## src/rtl/drp_interleave_address_unit.sv

```systemverilog
// DRP interleave address unit: maps a junction cycle index to z permuted
// left-neuron indices and their activation-bank word addresses, registered.
module drp_interleave_address_unit #(
  parameter int unsigned DRP_s = 3,
  parameter int unsigned DRP_p = 5,
  parameter int unsigned fo    = 2,
  parameter int unsigned fi    = 4,
  parameter int unsigned p     = 16,
  parameter int unsigned n     = 8,
  parameter int unsigned z     = 8,
  // Derived widths; not meant to be overridden.
  localparam int unsigned E    = fo * p,
  localparam int unsigned C    = E / z,
  localparam int unsigned CW   = (C > 1) ? $clog2(C) : 1,
  localparam int unsigned IW   = (p > 1) ? $clog2(p) : 1,
  localparam int unsigned AW   = ((p / z) > 1) ? $clog2(p / z) : 1
) (
  input  logic            clk,
  input  logic            reset,
  input  logic            en,
  input  logic [CW-1:0]   cycle_index,
  output logic [IW*z-1:0] memory_index,
  output logic [AW*z-1:0] address_package,
  output logic            valid
);

  function automatic int unsigned gcd(input int unsigned a, input int unsigned b);
    int unsigned x = a;
    int unsigned y = b;
    int unsigned t;
    while (y != 0) begin
      t = x % y;
      x = y;
      y = t;
    end
    return x;
  endfunction

  // Seed folded into range once so the per-lane sum stays small.
  localparam longint unsigned Seed = longint'(DRP_s % E);

  // Reject parameter sets for which the permutation or bank mapping is ill-defined.
  if (fo * p != fi * n) begin : g_err_edges
    $error("fo*p must equal fi*n");
  end
  if ((E % z) != 0) begin : g_err_lanes
    $error("z must divide fo*p");
  end
  if ((p % z) != 0 || (p / z) < 2) begin : g_err_banks
    $error("p must be a multiple of z with p/z >= 2");
  end
  if (gcd(DRP_p, E) != 1) begin : g_err_coprime
    $error("DRP_p must be coprime with fo*p");
  end

  logic [IW*z-1:0] idx_d;
  logic [AW*z-1:0] addr_d;

  // Per-lane permutation and bank decode; 64-bit math keeps the product untruncated.
  for (genvar k = 0; k < z; k++) begin : g_lane
    logic [63:0] edge_idx;
    logic [63:0] perm;
    logic [63:0] neuron;

    assign edge_idx = 64'(cycle_index) * 64'(z) + 64'(k);
    assign perm     = (64'(DRP_p) * edge_idx + Seed) % 64'(E);
    assign neuron   = perm % 64'(p);
    // Bank is neuron mod z (implied by lane wiring); word address within it is neuron div z.
    assign idx_d[k*IW +: IW]  = IW'(neuron);
    assign addr_d[k*AW +: AW] = AW'(neuron / 64'(z));
  end

  // Output register: capture on en, otherwise hold data and drop valid.
  always_ff @(posedge clk or posedge reset) begin
    if (reset) begin
      memory_index    <= '0;
      address_package <= '0;
      valid           <= 1'b0;
    end else begin
      valid <= en;
      if (en) begin
        memory_index    <= idx_d;
        address_package <= addr_d;
      end
    end
  end

endmodule

```

## config.mk

```make
export PLATFORM = sky130hd
export DESIGN_NAME = drp_interleave_address_unit
export DESIGN_NICKNAME = d
export VERILOG_FILES = /design/src/rtl/drp_interleave_address_unit.sv
export SDC_FILE = /design/constraint.sdc
export NUM_CORES = 1
export LEC_CHECK = 0
export ABC_AREA = 1
export CAP_MARGIN = 5
export CORE_UTILIZATION = 27
export DETAILED_ROUTE_END_ITERATION = 8
export HOLD_SLACK_MARGIN = 0.15
export PLACE_DENSITY = 0.78
export SKIP_LAST_GASP = 1
export SYNTH_ARGS = -nofsm -noshare
export SYNTH_HDL_FRONTEND = slang
export SYNTH_SLANG_ARGS = --single-unit
```

## constraint.sdc

```tcl
create_clock -name clk -period 0.98 [get_ports clk]
set_clock_uncertainty 0.1 [all_clocks]
set_input_delay 0.196 -clock clk [delete_from_list [all_inputs] [get_ports clk]]
set_output_delay 0.196 -clock clk [all_outputs]
set_load 0.01 [all_outputs]
```

==> results_dict.tcl, run 1 <==
set metrics [dict create \
    setup_viol 29 \
    coreArea_um2 1380 \
    wl_met3_um 93 \
    die_h_um 41.5 \
    r2r_start "memory_index[30]" \
    worst_slack_ps -221 \
    drtPass1Iterations 2 \
    finalNetCount 73 \
    ios 46 \
    hpwlAfterDp_um 470 \
    regToRegEndpoint "memory_index[30]" \
    yosysTopAreaCellShare_pct 65.9 \
    htreeDepth 1 \
    status "complete, but fails checks" \
    final_core_util_pct 40.3 \
    ant_nets 0 \
    crit_arrival_ps 900 \
    cts_tree "built" \
    grt_max_degree 8 \
    synthCells 52 \
    p_leak_nw 0.312 \
    required_ps 680 \
    drc 0 \
    ys_seq_area_share_pct 23.7 \
    port_buffers 32 \
    vdd_ir_drop_max_mv 0.386 \
    crit_slowest_cell "dfrtp_2" \
    finalCritPeriodShare_pct 123 \
    yosysWarningCount 0 \
    track_usage_pct 9.09 \
    r2r_slack_ps 30 \
    drive_gt1_share_pct 59.7 \
    p_per_area_nw_per_um2 1070 \
    n_antenna_cell 0 \
    synthTopCellsByArea "buf_4, dfrtp_1, nand2_1" \
    hold_violations 0 \
    avgSynthCellArea_um2 8.11 \
    antenna_found_initial 0 \
    numClockSinks 4 \
    synth.largest_area_cell "buf_4" \
    synth_seq_cells 4 \
    clk_pin_slew_worst_paths_ps 40 \
    cts_made_buffers 3 \
    grt_pass1_vias 234 \
    crit_path_cell_trace "buf_6, buf_2" \
    ys_types 6 \
    dr_wl_met2_um 375 \
    dr_total_vias 287 \
    critPathKind "reg2out" \
    totalWireLength_um 680 \
    area_delta_synth_final_pct 32.0 \
    crit_family "flip-flops" \
    fin_setup_tns_ps -5670 \
    start_util_pct 30.5 \
    min_to "valid" \
    clock.fmax_mhz 833 \
    wl_met1_um 197 \
    gr-total-overflow 0 \
    top_layer "met4" \
    power.total_w 0.000598 \
    viasPerCell 3.50 \
    cap_violations 0 \
    whs_path_depth 1 \
    root_buffer "clkbuf_4" \
    die_area_um2 1720 \
    clock_latency_ps 230 \
    slew_viol_final 0 \
    rsz0062_at_grt "true" \
    cts_buffer_depth 2 \
    hp-class "in2reg" \
    critical_path.max_stage_delay_ps 410 \
    crit_fanout 6 \
    fin_crit_ps 1200 \
    cp.buffers_inverters 2 \
    hold_path_startpoint "en" \
    wl_per_cell_um 8.29 \
    startpoint_type "register" \
    gp_congestion 0.562 \
    drtIter0Drc 7 \
    violations "negative setup slack" \
    rows 13 \
    grt_pass1_wl_um 1150 \
    reg2reg_depth 2 \
    end_kind "output port" \
    die_w_um 41.5 \
    synth_area_um2 422 \
]
## layer usage
metal  global-route usage [%]  vias up
met5                        0        -
met2                     14.4       29
met4                     9.68        0
met1                     8.78      124
met3                     3.04        2
li1                         -      132
## worst register-to-register path: cells and delay by family (launching register included)
family / cells / cell delay, ps
buffers and inverters: 1 / 130
and+or+nand+nor: 1 / 190
DFF: 1 / 410
## state kept, by name (all words and copies together), names as in the netlist
name / count
valid: 1
address_package: 1
memory_index: 2
## synth_stat cells
library cell  count
buf_4            37
nand2_1           6
conb_1            1
or2_1             1
inv_1             3
dfrtp_1           4
## how the worst max path moves through the flow
| stage | start | end | slack (ps) | cells after the start |
|---|---|---|---|---|
| 3_3_place_gp | address_package[4] | memory_index[31] | -360 | 1 |
| 2_1_floorplan | address_package[4] | address_package[3] | 3 | 1 |
| 3_5_place_dp | address_package[4] | memory_index[31] | -410 | 1 |
| 6_report | memory_index[30] | memory_index[0] | -220 | 2 |
| 5_1_grt | memory_index[30] | memory_index[24] | -250 | 2 |
| 4_1_cts | memory_index[30] | memory_index[10] | -220 | 2 |
## final cells by class
class | count | area (um^2)
Sequential cell | 4 | 104
Tap cell | 15 | 18.8
Timing Repair Buffer | 37 | 323
Fill cell | 150 | 826
Multi-Input combinational cell | 19 | 73.8
Inverter | 3 | 11.3
Clock buffer | 4 | 26.3
## power by group
group / internal (W) / leakage (nW) / total, W / switching [W]
logic: 0.0000950 / 0.255 / 0.000191 / 0.0000964
registers: 0.000177 / 0.0422 / 0.000189 / 0.0000127
clock network: 0.000153 / 0.0150 / 0.000217 / 0.0000647
total: 0.000424 / 0.312 / 0.000598 / 0.000174
## repair_timing
item | in CTS | in global routing
resized for setup | 135 | 6
buffers inserted | 4 | 0
setup endpoints to repair | 29 | 34
pin swaps | 0 | 0
gates cloned | 0 | 0
hold buffers | 1 | 0
endpoints found under the hold margin | 4 | 0
## cell families (layout without fill, tap and decap cells)
logic type    Yosys count  count (layout)  share of synthesized area, %
buf+inv                40              44                          68.5
flops                   4               4                          23.7
other cells             1              12                         0.889
simple gates            7               7                          6.83
## cell usage in the layout (no fill, tap or decap), types with 2 or more instances in the layout
cell and instances:
buf_4 2, buf_2 13, dfrtp_2 3, inv_1 2, clkbuf_4 3, conb_1 12
nand2_1 6, buf_6 18, clkdlybuf4s50_1 3
## per-stage QoR
stage / hold slack, ps / instances / cell area (um^2) / setup WS, ps
after floorplan: -138 / 63 / 464 / 2.61
after global placement: 285 / 73 / 526 / -359
after detailed placement: 285 / 73 / 526 / -411
after CTS: 415 / 82 / 526 / -223
after global routing: 443 / 82 / 557 / -247
final: 423 / 82 / 557 / -221
(Power assumes the default switching activity.)
==> run 2, diff against run 1 <==
--- a/config.mk
+++ b/config.mk
@@ -11,6 +11,7 @@
 export DETAILED_ROUTE_END_ITERATION = 8
 export HOLD_SLACK_MARGIN = 0.15
 export PLACE_DENSITY = 0.78
+export REMOVE_ABC_BUFFERS = 1
 export SKIP_LAST_GASP = 1
 export SYNTH_ARGS = -nofsm -noshare
 export SYNTH_HDL_FRONTEND = slang
==> run 2 against run 1 <==
The run still ends with negative setup slack left; cell area rose by 13%; first-iteration DRC count fell by 29%; sequential share of layout area fell by 2.2 points; largest power group is now combinational cells; routed wire length rose by 12%; highest routed layer unchanged.
==> results_dict.tcl, run 2 (synthesized netlist as in run 1, its figures left out) <==
set metrics [dict create \
    die_area_um2 1720 \
    holdWs_ps 427 \
    port_buffers 32 \
    hpwlAfterDp_um 543 \
    start_util_pct 30.5 \
    largest_reg_flops 2 \
    grt_max_degree 8 \
    antenna_found_initial 0 \
    gp_congestion 0.635 \
    clock.fmax_mhz 827 \
    cts_tree "built" \
    startpoint_type "register" \
    violations "negative setup slack" \
    p_leak_nw 0.341 \
    finalNonFillerCells 81 \
    p_per_area_nw_per_um2 985 \
    drtIter0Drc 5 \
    grt_pass1_wl_um 1210 \
    die_w_um 41.5 \
    totalWireLength_um 764 \
    die_h_um 41.5 \
    drc 0 \
    cts_buffer_depth 2 \
    crit_slowest_cell "dfrtp_2" \
    ant_nets 0 \
    drive_gt1_share_pct 60.6 \
    cp.buffers_inverters 2 \
    slew_viol_final 0 \
    dp.cells 73 \
    multi_input_area_um2 73.8 \
    worst_slack_ps -230 \
    mostFrequentLayoutCell "buf_6" \
    cap_violations 0 \
    required_ps 680 \
    numClockSinks 4 \
    track_usage_pct 10.3 \
    vdd_ir_drop_max_mv 0.366 \
    status "complete, but fails checks" \
    gr-total-overflow 0 \
    setup_viol 30 \
    clock_latency_ps 230 \
    hold_violations 0 \
    htreeDepth 1 \
    hp-class "in2reg" \
    critPathKind "reg2out" \
    crit_path_cell_trace "buf_12, buf_6" \
    nFillCells 135 \
    crit_fanout 7 \
    power.total_w 0.000622 \
    crit_family "flip-flops" \
    cts_made_buffers 3 \
    root_buffer "clkbuf_4" \
    clk_pin_slew_worst_paths_ps 40 \
    finalNetCount 73 \
    fin_crit_ps 1210 \
    layout_common_cells "buf_6, conb_1, nand2_1" \
    fin_setup_tns_ps -5730 \
    end_kind "output port" \
    crit_arrival_ps 910 \
    grt_pass1_vias 263 \
    n_antenna_cell 0 \
    rsz0062_at_grt "true" \
    ios 46 \
    viasPerCell 3.57 \
    wl_per_cell_um 9.43 \
    rows 13 \
    area_delta_synth_final_pct 49.9 \
    drtPass1Iterations 3 \
    coreArea_um2 1380 \
    regMostFlops "memory_index" \
    critical_path.max_stage_delay_ps 420 \
    finalCritPeriodShare_pct 123 \
    top_regs "memory_index: 2 flops, address_package: 1 flops, valid: 1 flops" \
    dr_total_vias 289 \
    seq_area_um2 104 \
]
-- run 2: changes by cell type in the layout (fill, tap and decap cells not counted) --
cell	previous run	this run
buf_6	18	29
buf_2	13	3
buf_4	2	0
buf_12	0	1
clkbuf_1	1	0
-- run 2: final timing paths --
kind / start / end / slack, ps / depth (start not counted)
max: memory_index[30] / memory_index[30] / -230 / 2
min: en / valid / 430 / 1
max reg2reg: memory_index[30] / memory_index[30] / -10 / 2
min reg2reg: memory_index[23] / memory_index[23] / 530 / 2
max in group asynchronous: reset / address_package[4] / 60 / 3
min in group asynchronous: reset / memory_index[23] / 590 / 3
-- run 2: final cells by class --
class	count	share of cell area, %
Sequential cell	4	16.4
Tap cell	15	2.97
Clock buffer	3	3.56
Inverter	3	1.78
Timing Repair Buffer	37	63.6
Multi-Input combinational cell	19	11.7
-- run 2: layer usage --
layer,up-vias,global-route usage (%),wire length (um),share of wire [%]
met5,-,0,0,0
met4,0,11.6,19,2.5
met3,2,5.65,74,9.7
met2,24,17.2,472,62
met1,131,7.49,197,26
li1,132,-,-,-
-- run 2: timing repair --
| action | in CTS | in global routing |
|---|---|---|
| setup buffers | 4 | 0 |
| endpoints found under the setup margin | 29 | 34 |
| hold buffers | 1 | 0 |
| hold endpoints to repair | 4 | 0 |
| gates resized for setup | 137 | 16 |
-- run 2: power breakdown --
part	switching, W	internal, W
registers	0.0000151	0.000177
clock network	0.0000654	0.000137
logic	0.0000997	0.000128
total	0.000180	0.000442
-- run 2: stage by stage --
stage               area (um^2)  util [%]  setup WS [ps]
CTS                         543      39.3           -235
global route                632      45.7           -260
finish                      632      45.7           -230
floorplan                   185         -           -412
detailed placement          524      37.9           -469
global placement            524      37.9           -407
